<file path="src/rtl/rtc_pkg.sv">
// Shared definitions for the RTC bus write sequencer: FSM states, error codes,
// and the default transfer-command address/data.
package rtc_pkg;

  typedef enum logic [2:0] {
    ST_IDLE,
    ST_FETCH,
    ST_WRITE,
    ST_XFER,
    ST_FINISH
  } state_t;

  typedef enum logic [1:0] {
    ERR_OK      = 2'b00,
    ERR_TIMEOUT = 2'b01,
    ERR_ABORT   = 2'b10
  } err_t;

  localparam logic [7:0] XFER_ADDR_DEF = 8'hF0;
  localparam logic [7:0] XFER_DATA_DEF = 8'hF0;

endpackage

</file>
<file path="src/rtl/rtc_timeout_counter.sv">
// Counts cycles while enabled; expired flags the TIMEOUT-th enabled cycle.
module rtc_timeout_counter #(
  parameter int unsigned TIMEOUT = 1023
) (
  input  logic clk,
  input  logic reset,
  input  logic i_clear,
  input  logic i_enable,
  output logic o_expired
);

  localparam int unsigned TW = (TIMEOUT < 2) ? 1 : $clog2(TIMEOUT + 1);

  logic [TW-1:0] r_cnt;

  always_ff @(posedge clk) begin
    if (reset || i_clear) begin
      r_cnt <= '0;
    end else if (i_enable && !o_expired) begin
      r_cnt <= r_cnt + TW'(1);
    end
  end

  assign o_expired = i_enable && (r_cnt == TW'(TIMEOUT - 1));

endmodule

</file>
<file path="src/rtl/rtc_burst_writer.sv">
// Writes a burst of consecutive RTC registers via the bus_* handshake, then
// optionally the transfer command; reports timeout/abort status.
module rtc_burst_writer
  import rtc_pkg::*;
#(
  parameter int unsigned     AW        = 8,
  parameter int unsigned     DW        = 8,
  parameter int unsigned     MAX_WORDS = 16,
  parameter bit              XFER_EN   = 1'b1,
  parameter logic [AW-1:0]   XFER_ADDR = AW'(XFER_ADDR_DEF),
  parameter logic [DW-1:0]   XFER_DATA = DW'(XFER_DATA_DEF),
  parameter int unsigned     TIMEOUT   = 1023,
  localparam int unsigned    CW        = $clog2(MAX_WORDS + 1)
) (
  input  logic          clk,
  input  logic          reset,
  input  logic          start,
  input  logic          abort,
  input  logic [AW-1:0] base_addr,
  input  logic [CW-1:0] word_count,
  output logic [CW-1:0] src_idx,
  input  logic [DW-1:0] src_data,
  output logic [AW-1:0] bus_addr,
  output logic [DW-1:0] bus_data,
  output logic          bus_wr,
  output logic          bus_active,
  input  logic          bus_done,
  output logic          busy,
  output logic          done,
  output logic [1:0]    err,
  output logic [CW-1:0] words_written
);

  state_t        r_state, w_next;
  logic [AW-1:0] r_base, w_base;
  logic [CW-1:0] r_count, w_count;
  logic [CW-1:0] r_idx, w_idx;
  logic [AW-1:0] r_bus_addr, w_bus_addr;
  logic [DW-1:0] r_bus_data, w_bus_data;
  logic          r_bus_wr, w_bus_wr;
  logic          r_bus_active, w_bus_active;
  logic          r_busy, w_busy;
  logic          r_done, w_done;
  err_t          r_err, w_err;
  logic [CW-1:0] r_words, w_words;

  logic [AW-1:0] w_addr;
  logic [CW-1:0] w_idx_inc;
  logic          w_last;
  logic          w_expired;

  assign w_addr    = r_base + AW'(r_idx);
  assign w_idx_inc = r_idx + CW'(1);
  assign w_last    = (w_idx_inc == r_count);

  // The timer measures how long the current request has been held, so it
  // restarts whenever bus_wr is low (between words and before the XFER write).
  rtc_timeout_counter #(
    .TIMEOUT (TIMEOUT)
  ) u_timeout (
    .clk       (clk),
    .reset     (reset),
    .i_clear   (!r_bus_wr),
    .i_enable  (r_bus_wr),
    .o_expired (w_expired)
  );

  always_ff @(posedge clk) begin
    if (reset) begin
      r_state      <= ST_IDLE;
      r_base       <= '0;
      r_count      <= '0;
      r_idx        <= '0;
      r_bus_addr   <= '0;
      r_bus_data   <= '0;
      r_bus_wr     <= 1'b0;
      r_bus_active <= 1'b0;
      r_busy       <= 1'b0;
      r_done       <= 1'b0;
      r_err        <= ERR_OK;
      r_words      <= '0;
    end else begin
      r_state      <= w_next;
      r_base       <= w_base;
      r_count      <= w_count;
      r_idx        <= w_idx;
      r_bus_addr   <= w_bus_addr;
      r_bus_data   <= w_bus_data;
      r_bus_wr     <= w_bus_wr;
      r_bus_active <= w_bus_active;
      r_busy       <= w_busy;
      r_done       <= w_done;
      r_err        <= w_err;
      r_words      <= w_words;
    end
  end

  always_comb begin
    w_next     = r_state;
    w_base     = r_base;
    w_count    = r_count;
    w_idx      = r_idx;
    w_bus_addr = r_bus_addr;
    w_bus_data = r_bus_data;
    w_bus_wr   = r_bus_wr;
    w_err      = r_err;
    w_words    = r_words;

    unique case (r_state)
      ST_IDLE: begin
        if (start) begin
          w_base  = base_addr;
          w_count = word_count;
          w_idx   = '0;
          w_err   = ERR_OK;
          w_words = '0;
          if (word_count != '0) w_next = ST_FETCH;
          else if (XFER_EN)     w_next = ST_XFER;
          else                  w_next = ST_FINISH;
        end
      end
      ST_FETCH: begin
        if (abort) begin
          w_err  = ERR_ABORT;
          w_next = ST_FINISH;
        end else begin
          w_bus_addr = w_addr;
          w_bus_data = src_data;
          w_bus_wr   = 1'b1;
          w_next     = ST_WRITE;
        end
      end
      ST_WRITE: begin
        if (bus_done) begin
          w_bus_wr = 1'b0;
          w_words  = r_words + CW'(1);
          w_idx    = w_idx_inc;
          if (!w_last)      w_next = ST_FETCH;
          else if (XFER_EN) w_next = ST_XFER;
          else              w_next = ST_FINISH;
        end else if (w_expired) begin
          w_err  = ERR_TIMEOUT;
          w_next = ST_FINISH;
        end
        // A completing word is still counted, but abort decides where we go.
        if (abort) begin
          w_err  = ERR_ABORT;
          w_next = ST_FINISH;
        end
      end
      ST_XFER: begin
        if (abort) begin
          w_err  = ERR_ABORT;
          w_next = ST_FINISH;
        end else if (!r_bus_wr) begin
          w_bus_addr = XFER_ADDR;
          w_bus_data = XFER_DATA;
          w_bus_wr   = 1'b1;
        end else if (bus_done) begin
          w_bus_wr = 1'b0;
          w_next   = ST_FINISH;
        end else if (w_expired) begin
          w_err  = ERR_TIMEOUT;
          w_next = ST_FINISH;
        end
      end
      ST_FINISH: w_next = ST_IDLE;
      default:   w_next = ST_IDLE;
    endcase

    if (w_next == ST_FINISH) w_bus_wr = 1'b0;

    w_busy       = (w_next != ST_IDLE);
    w_done       = (w_next == ST_FINISH);
    w_bus_active = (w_next == ST_FETCH) || (w_next == ST_WRITE) || (w_next == ST_XFER);
  end

  assign src_idx       = r_idx;
  assign bus_addr      = r_bus_addr;
  assign bus_data      = r_bus_data;
  assign bus_wr        = r_bus_wr;
  assign bus_active    = r_bus_active;
  assign busy          = r_busy;
  assign done          = r_done;
  assign err           = r_err;
  assign words_written = r_words;

endmodule

</file>
<file path="config.mk">
export PLATFORM = sky130hd
export DESIGN_NAME = rtc_burst_writer
export DESIGN_NICKNAME = d
export VERILOG_FILES = /design/src/rtl/rtc_pkg.sv /design/src/rtl/rtc_timeout_counter.sv /design/src/rtl/rtc_burst_writer.sv
export SDC_FILE = /design/constraint.sdc
export NUM_CORES = 1
export LEC_CHECK = 0
export BUFFER_PORTS_ARGS = -buffer_cell sky130_fd_sc_hd__buf_2
export CAP_MARGIN = 20
export CORE_MARGIN = 3
export CORE_UTILIZATION = 59
export CTS_CLUSTER_DIAMETER = 150
export DETAILED_ROUTE_END_ITERATION = 8
export GPL_TIMING_DRIVEN = 1
export PLACE_DENSITY = 0.95
export SLEW_MARGIN = 20
export SYNTH_ARGS = -nofsm -noshare
export SYNTH_HDL_FRONTEND = slang
export SYNTH_HIERARCHICAL = 1
export SYNTH_SLANG_ARGS = --single-unit
export TNS_END_PERCENT = 30
</file>
<file path="constraint.sdc">
create_clock -name clk -period 5.4 [get_ports clk]
set_input_delay 0.54 -clock clk [delete_from_list [all_inputs] [get_ports clk]]
set_output_delay 0.54 -clock clk [all_outputs]
set_load 0.005 [all_outputs]
</file>
## After elaboration in Yosys (flattened, before gate mapping)

Cells that the tools add are included.

- Register bits after elaboration: 58
- Bits in latches: 0
- RAM bits: 0
- Memory bits (read-only): 0
- Memories: 0

- Add/subtract/negate cells: 4
- Multipliers: 0
- Divide/modulo/power cells: 0
- Order comparisons: 0
- Equal/unequal tests: 16
- Shifts and indexed selects: 0
- Multiplexer cells: 36
- Bitwise operators: 0
- Reduce and logical (&&, ||, !) cells: 20

Operators by type and width:

| kind | count |
|---|---|
| 8-bit 2-to-1 mux | 4 |
| 8-bit one-hot mux with 2 select lines | 2 |
| 3-bit 2-to-1 mux | 8 |
| 5-bit one-hot mux with 2 select lines | 2 |
| 2-bit 2-to-1 mux | 9 |
| 5-bit 2-to-1 mux | 3 |
| 3-bit by 2-bit equality test with 1-bit output (second input constant) | 4 |
| 2-bit inequality test (second input constant) | 6 |
| 3-bit one-hot mux with 4 select lines | 1 |
| 4-bit AND reduction | 3 |
| 10-bit by 1-bit adder with 10-bit output (second input constant) | 1 |
| 5-bit by 1-bit adder with 5-bit output (second input constant) | 2 |
| 10-bit equality test (second input constant) | 1 |
| 8-bit by 5-bit adder with 8-bit output | 1 |
| 2-bit one-hot mux with 4 select lines | 1 |
| 3-bit by 1-bit equality test with 1-bit output (second input constant) | 2 |
| 3-bit nonzero test | 2 |
| 5-bit equality test | 1 |
| 1-bit 2-to-1 mux | 5 |
| 5-bit nonzero test | 1 |
| 2-bit nonzero test | 2 |
| 4-bit nonzero test | 1 |
| 3-bit equality test (second input constant) | 1 |
| 3-bit logical NOT | 1 |
| 8 further kinds | 12 |

## Depth between registers and ports, before layout

Gate-level depths: netlist of run 1.

- Word-level depth: 10
- Gate-level depth with buffers: 11
- Mapped depth without buffers: 10

## Cells and area by module

The synthesis of run 1 kept the hierarchy.

Modules (own cells, without submodules):

| module | instances | cells an instance | area each (µm²) | seq. area each (µm²) |
|---|---|---|---|---|
| rtc_burst_writer | 1 | 276 | 2313.5 | 960.9 |
| rtc_timeout_counter | 1 | 76 | 636.9 | 200.2 |

## Worst setup path after synthesis of run 1

Ideal clock, no wire load.

- Path type: reg2reg
- Start point: register u_timeout.r_cnt[1]
- End point: register r_busy, in the netlist busy
- Setup time: 0.127 ns
- Arrival time: 2.001 ns
- Required time: 5.273 ns
- Slack: 3.272 ns
- Stages on the path, launching flop included: 11
- Path buffers: 1
- Cell sequence: dfxtp_1 > ha_1 > and3_1 > buf_2 > nand2_1 > nor2_1 > nor2_1 > nor2_1 > a2111oi_0 > a311oi_1 > or3b_1

- Longest elaborated chain between the ends: 8
- Elaborated cells between the ends (all ways): 10
- Those cells by class: 1 x eq/ne; 7 x mux; 2 x reduce/logical

RTL lines:

| what | RTL line | text |
|---|---|---|
| start, declared | rtc_timeout_counter.sv:14 | `logic [TW-1:0] r_cnt;` |
| start signal, assigned | rtc_timeout_counter.sv:20 | `r_cnt <= r_cnt + TW'(1);` |
| 10-bit equality test * | rtc_timeout_counter.sv:24 | `assign o_expired = i_enable && (r_cnt == TW'(TIMEOUT - 1));` |
| 1-bit logical AND * | rtc_timeout_counter.sv:24 |  |
| via w_expired | rtc_burst_writer.sv:50 | `logic w_expired;` |
| 3-bit 2-to-1 mux * | rtc_burst_writer.sv:141, rtc_burst_writer.sv:162 |  |
| 3-bit 2-to-1 mux | rtc_burst_writer.sv:159 | `end else if (bus_done) begin` |
| 3-bit 2-to-1 mux | rtc_burst_writer.sv:155 | `end else if (!r_bus_wr) begin` |
| 3-bit 2-to-1 mux | rtc_burst_writer.sv:152 | `if (abort) begin` |
| 3-bit one-hot mux with 4 select lines * | rtc_burst_writer.sv:109 | `unique case (r_state)` |
| 3-bit nonzero test * | rtc_burst_writer.sv:173 | `w_busy = (w_next != ST_IDLE);` |
| end signal, assigned | rtc_burst_writer.sv:91 | `r_busy <= w_busy;` |
| end, declared | rtc_burst_writer.sv:42 | `logic r_busy, w_busy;` |

The timed path passes the listed nets; every way through them passes the cells marked *.
A chain may end at the register's enable or synchronous reset.

## Worst setup path in the final report of run 1

Same ends and word-level chain as after synthesis.

==> results.yml, run 1 <==
run_status:
  status: "finished, final reports clean"
detailed_routing:
  drc: 0
  dr.pass1.iters: 4
  via_count: 2786
  vias_per_cell: 5.97
  wl_per_cell_microns: 15.0
  drt-total-wl_microns: 7030
  drtIter0Drc: 255
  detail-route-antenna-nets: 0
synth:
  synth_edf_count: 0
  synthesis.area_sq_um: 2950
  synthCells: 352
  syn_nets: 388
  synth_warnings: 6
  synthArstFlopShare: 0
  synth-seq-area-share: 0.394
  syn_avg_cell_area_sq_um: 8.38
  synth_ff_type: "dfxtp_1"
  yosysTopAreaCellShare: 0.394
  synth_top_cell_by_area: "dfxtp_1"
  netlist_top_cells_area: "dfxtp_1, nand2_1, a21oi_1"
  ys_types: 62
  synth.ff_latch_count: 58
clock_tree:
  cts.sinks: 58
  cts-root-buf: "clkbuf_8"
  h-tree-depth: 3
  cts_tree: "yes"
  cts_resized: 0
  ctsHoldBuffers: 0
  clock_latency_ns: 0.34
  cts.reportedPaths.clkPinSlew_ns: 0.06
  post_cts_buffers: 0
  numCtsBuffers: 9
  cts_max_path_buffers: 2
flow_run:
  cap_violations: 0
critical_path:
  reg2reg_slack_ns: 2.78
  crit_path_end_kind: "register"
  cp_data_required_time_ns: 5.62
  start_kind: "register"
  crit_arrival_ns: 2.84
  cp_max_fo: 8
  path_class: "reg2reg"
timing:
  slew_violations: 0
  fin_crit_sh: 0.485
  final.setup_skew_ns: 0.00598
  fmax_mhz: 382
  worst_slew_pin_slew_ns: 0.849
  finalHoldViolations: 0
  fin_ws_ns: 2.78
  min_period_ns: 2.62
  maxSlewHeadroom: 0.434
  grt_setup_unrepaired: "no"
  final-setup-viol-count: 0
  setup_tns_ns: 0
floorplanning:
  start_util: 0.616
  core_area_sq_um: 4790
  rows: 25
  io_pins: 58
  die_area_sq_um: 5890
  die_w_microns: 76.7
  die_h_microns: 76.7
grt:
  grt_pass1_wl_microns: 11900
  first_global_vias: 2661
  grt_max_degree: 51
  antenna_found_initial: 0
  gr-usage-all-layers: 0.252
  overflow: 0
power_and_ir_drop:
  max-vdd-ir-drop_mv: 0.145
  p_leak_nw: 1.40
  powerDensity_nw_per_um2: 271
layout:
  instances_no_fill: 467
  drive_gt1_frac: 0.198
  diodes: 0
  nets: 433
  n_fill_cell: 365
  syn2layout_area_growth_pct: 14.5
  fin_util: 0.706
placed_design:
  portBuffers: 57
  preCtsSetupSlack_ns: 2.85
  gp_congestion: 0.854
  dp_cells: 453
  place_hpwl_microns: 4980
hold_path:
  min_path_type: "in2reg"
worst paths after layout:
kind	from	endpoint	depth (start not counted)
worst max-delay path	u_timeout/r_cnt[1]$_SDFFE_PP0P_	busy$_SDFF_PP0_	9
worst min-delay path	base_addr[0]	r_base[0]$_SDFFE_PP0P_	3
worst max register to register	u_timeout/r_cnt[1]$_SDFFE_PP0P_	busy$_SDFF_PP0_	9
worst min register to register	err[1]$_SDFFE_PP0P_	err[1]$_SDFFE_PP0P_	2
worst max-delay path: stages (launching register included):
cell	delay (ns)
dfxtp_1	0.41
ha_1	0.22
and3_1	0.34
nand2_1	0.12
nor2_1	0.25
nor2_1	0.12
nor2_1	0.14
a2111oi_0	0.12
a311oi_1	0.41
or3b_1	0.38
report_power, final:
| part | internal (W) | leakage, nW | switching (W) |
|---|---|---|---|
| sequential | 0.000443 | 0.471 | 0.0000165 |
| combinational | 0.0000374 | 0.833 | 0.0000505 |
| clock | 0.000205 | 0.0918 | 0.000162 |
layout make-up:
cell class	count	area, sq um	share of cell area
Clock inverter	4	45.0	0.0133
Timing Repair Buffer	58	293	0.0866
Inverter	8	30.0	0.00889
Tap cell	67	83.8	0.0248
Clock buffer	10	128	0.0378
Multi-Input combinational cell	262	1640	0.485
Sequential cell	58	1160	0.344
logic make-up (layout without fill, tap and decap cells):
kind of cell	Yosys count	count (layout)	synth area share
AOI/OAI and AO/OA	90	90	0.205
xor gates and xnor gates	12	12	0.0356
adders and majority gates	10	10	0.0450
buffers and inverters	32	80	0.0509
DFF	58	58	0.394
muxes	4	4	0.0136
and+or+nand+nor	146	146	0.257
registers in the layout, summed over array words and instances, names as in the netlist:
| signal | flops |
|---|---|
| u_timeout/r_cnt | 10 |
| bus_addr | 8 |
| bus_data | 8 |
| r_base | 8 |
| r_count | 5 |
| src_idx | 5 |
| words_written | 5 |
| r_state | 3 |
| err | 2 |
| bus_active | 1 |
| bus_wr | 1 |
| busy | 1 |
| done | 1 |
cells in the final DEF (no fill, tap or decap), types with 8 or more instances in the layout:
master / count
nor3_1: 10
o21ai_0: 8
buf_2: 57
nand4_1: 10
nor2_1: 31
a22oi_1: 8
inv_1: 8
dfxtp_1: 58
xor2_1: 8
nor2b_1: 9
nand2_1: 40
a21oi_1: 29
a211oi_1: 9
nand3_1: 8
ha_1: 9
clkbuf_8: 9
per-stage QoR:
step	hold WS (ns)	cell area [sq um]	total power, W
floorplan	0.440	2950	0.000524
global placement	0.444	3210	0.000552
detailed placement	0.446	3210	0.000556
CTS	0.433	3380	0.000921
global route	0.441	3380	0.000952
finish	0.442	3380	0.000915
routing by layer:
metal  part of all wire  global-route usage  vias up
met3              0.057              0.0458       22
li1                   -                   -     1369
met2               0.48               0.404       94
met4              0.035               0.161        0
met5                  0                   0        -
met1               0.43               0.309     1301
synthesized netlist by cell type, types with 2 or more instances:
master,instances
nor4_1,4
and2_1,2
o41ai_1,2
nand2b_1,4
ha_1,9
buf_2,6
a21oi_1,29
a22oi_1,8
nor3_1,10
and3_1,5
nand4_1,10
a31oi_1,4
mux2i_1,4
o22ai_1,4
a211oi_1,9
xor2_1,8
clkbuf_1,14
xnor2_1,4
nor2_1,31
buf_6,3
dfxtp_1,58
nor3b_1,2
nand2_1,40
a21o_1,4
or3_1,7
nand3_1,8
o2111ai_1,2
nor2b_1,9
o311ai_1,2
inv_1,8
o21ai_0,8
a2111oi_0,2
o211ai_1,3
(Power assumes the default switching activity.)
==> run 2, diff against run 1 <==
ABC_AREA = 1   (was not set)
CORE_UTILIZATION = 49   (was 59)
PLACE_DENSITY = 0.86   (was 0.95)
clock period = 2.2 ns   (was 5.4 ns; I/O delays follow)
==> run 2 against run 1 <==
Effect of this change:
- fmax rose by 36%
- register-to-register slack worse by 2.5 ns
- routed wire length decreased by 0.85%
- cell count grew 16%
- worst setup slack worse by 2.5 ns
- cell area increased by 5.6%
- sequential cell count stayed put
- count of clock-buffer cells in the layout increased by 2
- clock skew rose by 0.0013 ns
- global-route usage fell by 4.2 points
- critical path depth increased by 6
- critical path type unchanged
==> results.yml, run 2 <==
run_status:
  status: "finished, final reports clean"
power_and_ir_drop:
  max-vdd-ir-drop_mv: 0.429
  p_sw_w: 0.000619
  combPwrFrac: 0.102
  seq_power_share: 0.441
  power.clock.fraction: 0.457
  swShare: 0.244
  powerDensity_nw_per_um2: 712
  p_leak_nw: 1.64
  p_int_w: 0.00192
timing:
  final-setup-viol-count: 0
  fmax_mhz: 521
  slew_violations: 0
  grt_setup_unrepaired: "no"
  fin_crit_sh: 0.873
  min_period_ns: 1.92
  worst_slew_pin_slew_ns: 0.448
  final.setup_skew_ns: 0.00730
  maxSlewHeadroom: 0.699
  finalHoldViolations: 0
  setup_tns_ns: 0
layout:
  diodes: 0
  drive_gt1_frac: 0.248
  layout_commonest_cell: "nand2_1"
  n_fill_cell: 482
  largest_register: "u_timeout/r_cnt"
  syn2layout_area_growth_pct: 21.7
  postLayoutCellArea_sq_um: 3570
  nets: 503
  fin_util: 0.632
  layout_common_cells: "nand2_1, dfxtp_1, buf_2, inv_1, a21oi_1"
  largest_reg_flops: 10
clock_tree:
  h-tree-depth: 3
  cts-root-buf: "clkbuf_8"
  post_cts_buffers: 0
  cts.reportedPaths.clkPinSlew_ns: 0.07
  clock_latency_ns: 0.35
  cts_max_path_buffers: 2
  numCtsBuffers: 9
  cts_tree: "yes"
  cts.sinks: 58
synth:
  synth_edf_count: 0
  syn_avg_cell_area_sq_um: 7.35
  netlist_top_cells_area: "dfxtp_1, nand2_1, a21oi_1"
  synth.ff_latch_count: 58
  synthesis.area_sq_um: 2930
  synthCells: 399
  yosysTopAreaCellShare: 0.396
  synth_warnings: 6
  synth_common_cells: "nand2_1, dfxtp_1, inv_1, a21oi_1, nor2_1"
  synth.most_common_cell: "nand2_1"
  synthArstFlopShare: 0
  synth_ff_type: "dfxtp_1"
  ys_types: 42
  synth-seq-area-share: 0.396
  synth_top_cell_by_area: "dfxtp_1"
  syn_nets: 435
detailed_routing:
  via_count: 2832
  drc: 0
  dr.pass1.iters: 5
  vias_per_cell: 5.21
  drt-total-wl_microns: 6970
  drtIter0Drc: 132
  detail-route-antenna-nets: 0
  wl_per_cell_microns: 12.8
placed_design:
  gp_congestion: 0.984
  portBuffers: 57
  place_hpwl_microns: 5170
  placed_area_sq_um: 3330
critical_path:
  cp_data_required_time_ns: 2.44
  start_kind: "register"
  path_class: "reg2reg"
  startpoint: "u_timeout/r_cnt[0]$_SDFFE_PP0P_"
  crit_arrival_ns: 2.16
  crit_path_end_kind: "register"
  cp_max_fo: 6
  rr_startpoint: "u_timeout/r_cnt[0]$_SDFFE_PP0P_"
grt:
  gr-usage-all-layers: 0.210
  first_global_vias: 2733
  antenna_found_initial: 0
  overflow: 0
  grt_max_degree: 18
  grt_pass1_wl_microns: 11900
floorplanning:
  rows: 27
  die_w_microns: 83.4
  die_area_sq_um: 6950
  start_util: 0.520
  core_area_sq_um: 5640
  die_h_microns: 83.4
  io_pins: 58
flow_run:
  cap_violations: 0
hold_path:
  min_path_type: "in2reg"
  min_from: "base_addr[4]"
==> run 2: repair_timing <==
item | CTS | global route
resized for setup | 0 | 2
hold buffers | 0 | 0
setup endpoints to repair | 0 | 2
==> run 2: power groups by stage <==
| stage | sequential, W | clock (W) | combinational (W) |
|---|---|---|---|
| finish | 0.00112 | 0.00116 | 0.000258 |
| global route | 0.00113 | 0.00124 | 0.000291 |
| CTS | 0.00112 | 0.00118 | 0.000258 |
| detailed placement | 0.00114 | 0 | 0.000257 |
| global placement | 0.00114 | 0 | 0.000250 |
| floorplan | 0.00114 | 0 | 0.000162 |
==> run 2: final timing paths <==
kind                              end  cells past startpoint  slack [ns]
max             bus_active$_SDFF_PP0_                     15        0.28
min            r_base[4]$_SDFFE_PP0P_                      3        0.12
max reg2reg     bus_active$_SDFF_PP0_                     15        0.28
min reg2reg  bus_data[2]$_SDFFE_PP0P_                      2        0.46
==> run 2: per-layer routing <==
layer	wire [microns]	track usage	vias up	share of wire
met1	2920	0.245	1275	0.42
met4	142	0.104	0	0.020
li1	-	-	1439	-
met5	0	0	-	0
met2	3430	0.354	104	0.49
met3	473	0.0536	14	0.068
==> run 2: worst max-delay path, stage by stage (launching register included) <==
cell,delay [ns]
dfxtp_1,0.34
inv_1,0.11
ha_1,0.16
nand3_1,0.11
nor2_4,0.11
nand2_4,0.10
nor2_2,0.15
nor2_1,0.08
o21ai_1,0.17
nor2_1,0.06
inv_1,0.07
nand2_1,0.05
a21oi_1,0.12
nand2_1,0.06
nand2_1,0.08
nand2_1,0.05
==> run 2: layout make-up <==
class                           instances  area (sq um)  area share
Timing Repair Buffer                   66           353      0.0989
Clock buffer                           12           165      0.0463
Inverter                               49           186      0.0523
Clock inverter                          4          72.6      0.0203
Sequential cell                        58          1160       0.325
Tap cell                               72          90.1      0.0253
Multi-Input combinational cell        283          1540       0.431
==> run 2: kinds of logic (layout without fill, tap and decap cells) <==
family                     Yosys count  after routing  synth area share
AOI/OAI and AO/OA                   75             75             0.149
xor gates and xnor gates             6              6            0.0179
adders and majority gates           10             10            0.0452
buffers and inverters               58            131            0.0798
DFF                                 58             58             0.396
and+or+nand+nor                    192            192             0.312
==> run 2: through the flow <==
step           power, W  hold WS [ns]  instances  worst slack (ns)
2_1_floorplan   0.00131         0.363        399             0.295
3_3_place_gp    0.00139         0.448        528             0.315
3_5_place_dp    0.00140         0.459        528             0.226
4_1_cts         0.00256         0.113        544             0.183
5_1_grt         0.00265         0.125        544            0.0693
6_report        0.00254         0.123        544             0.279
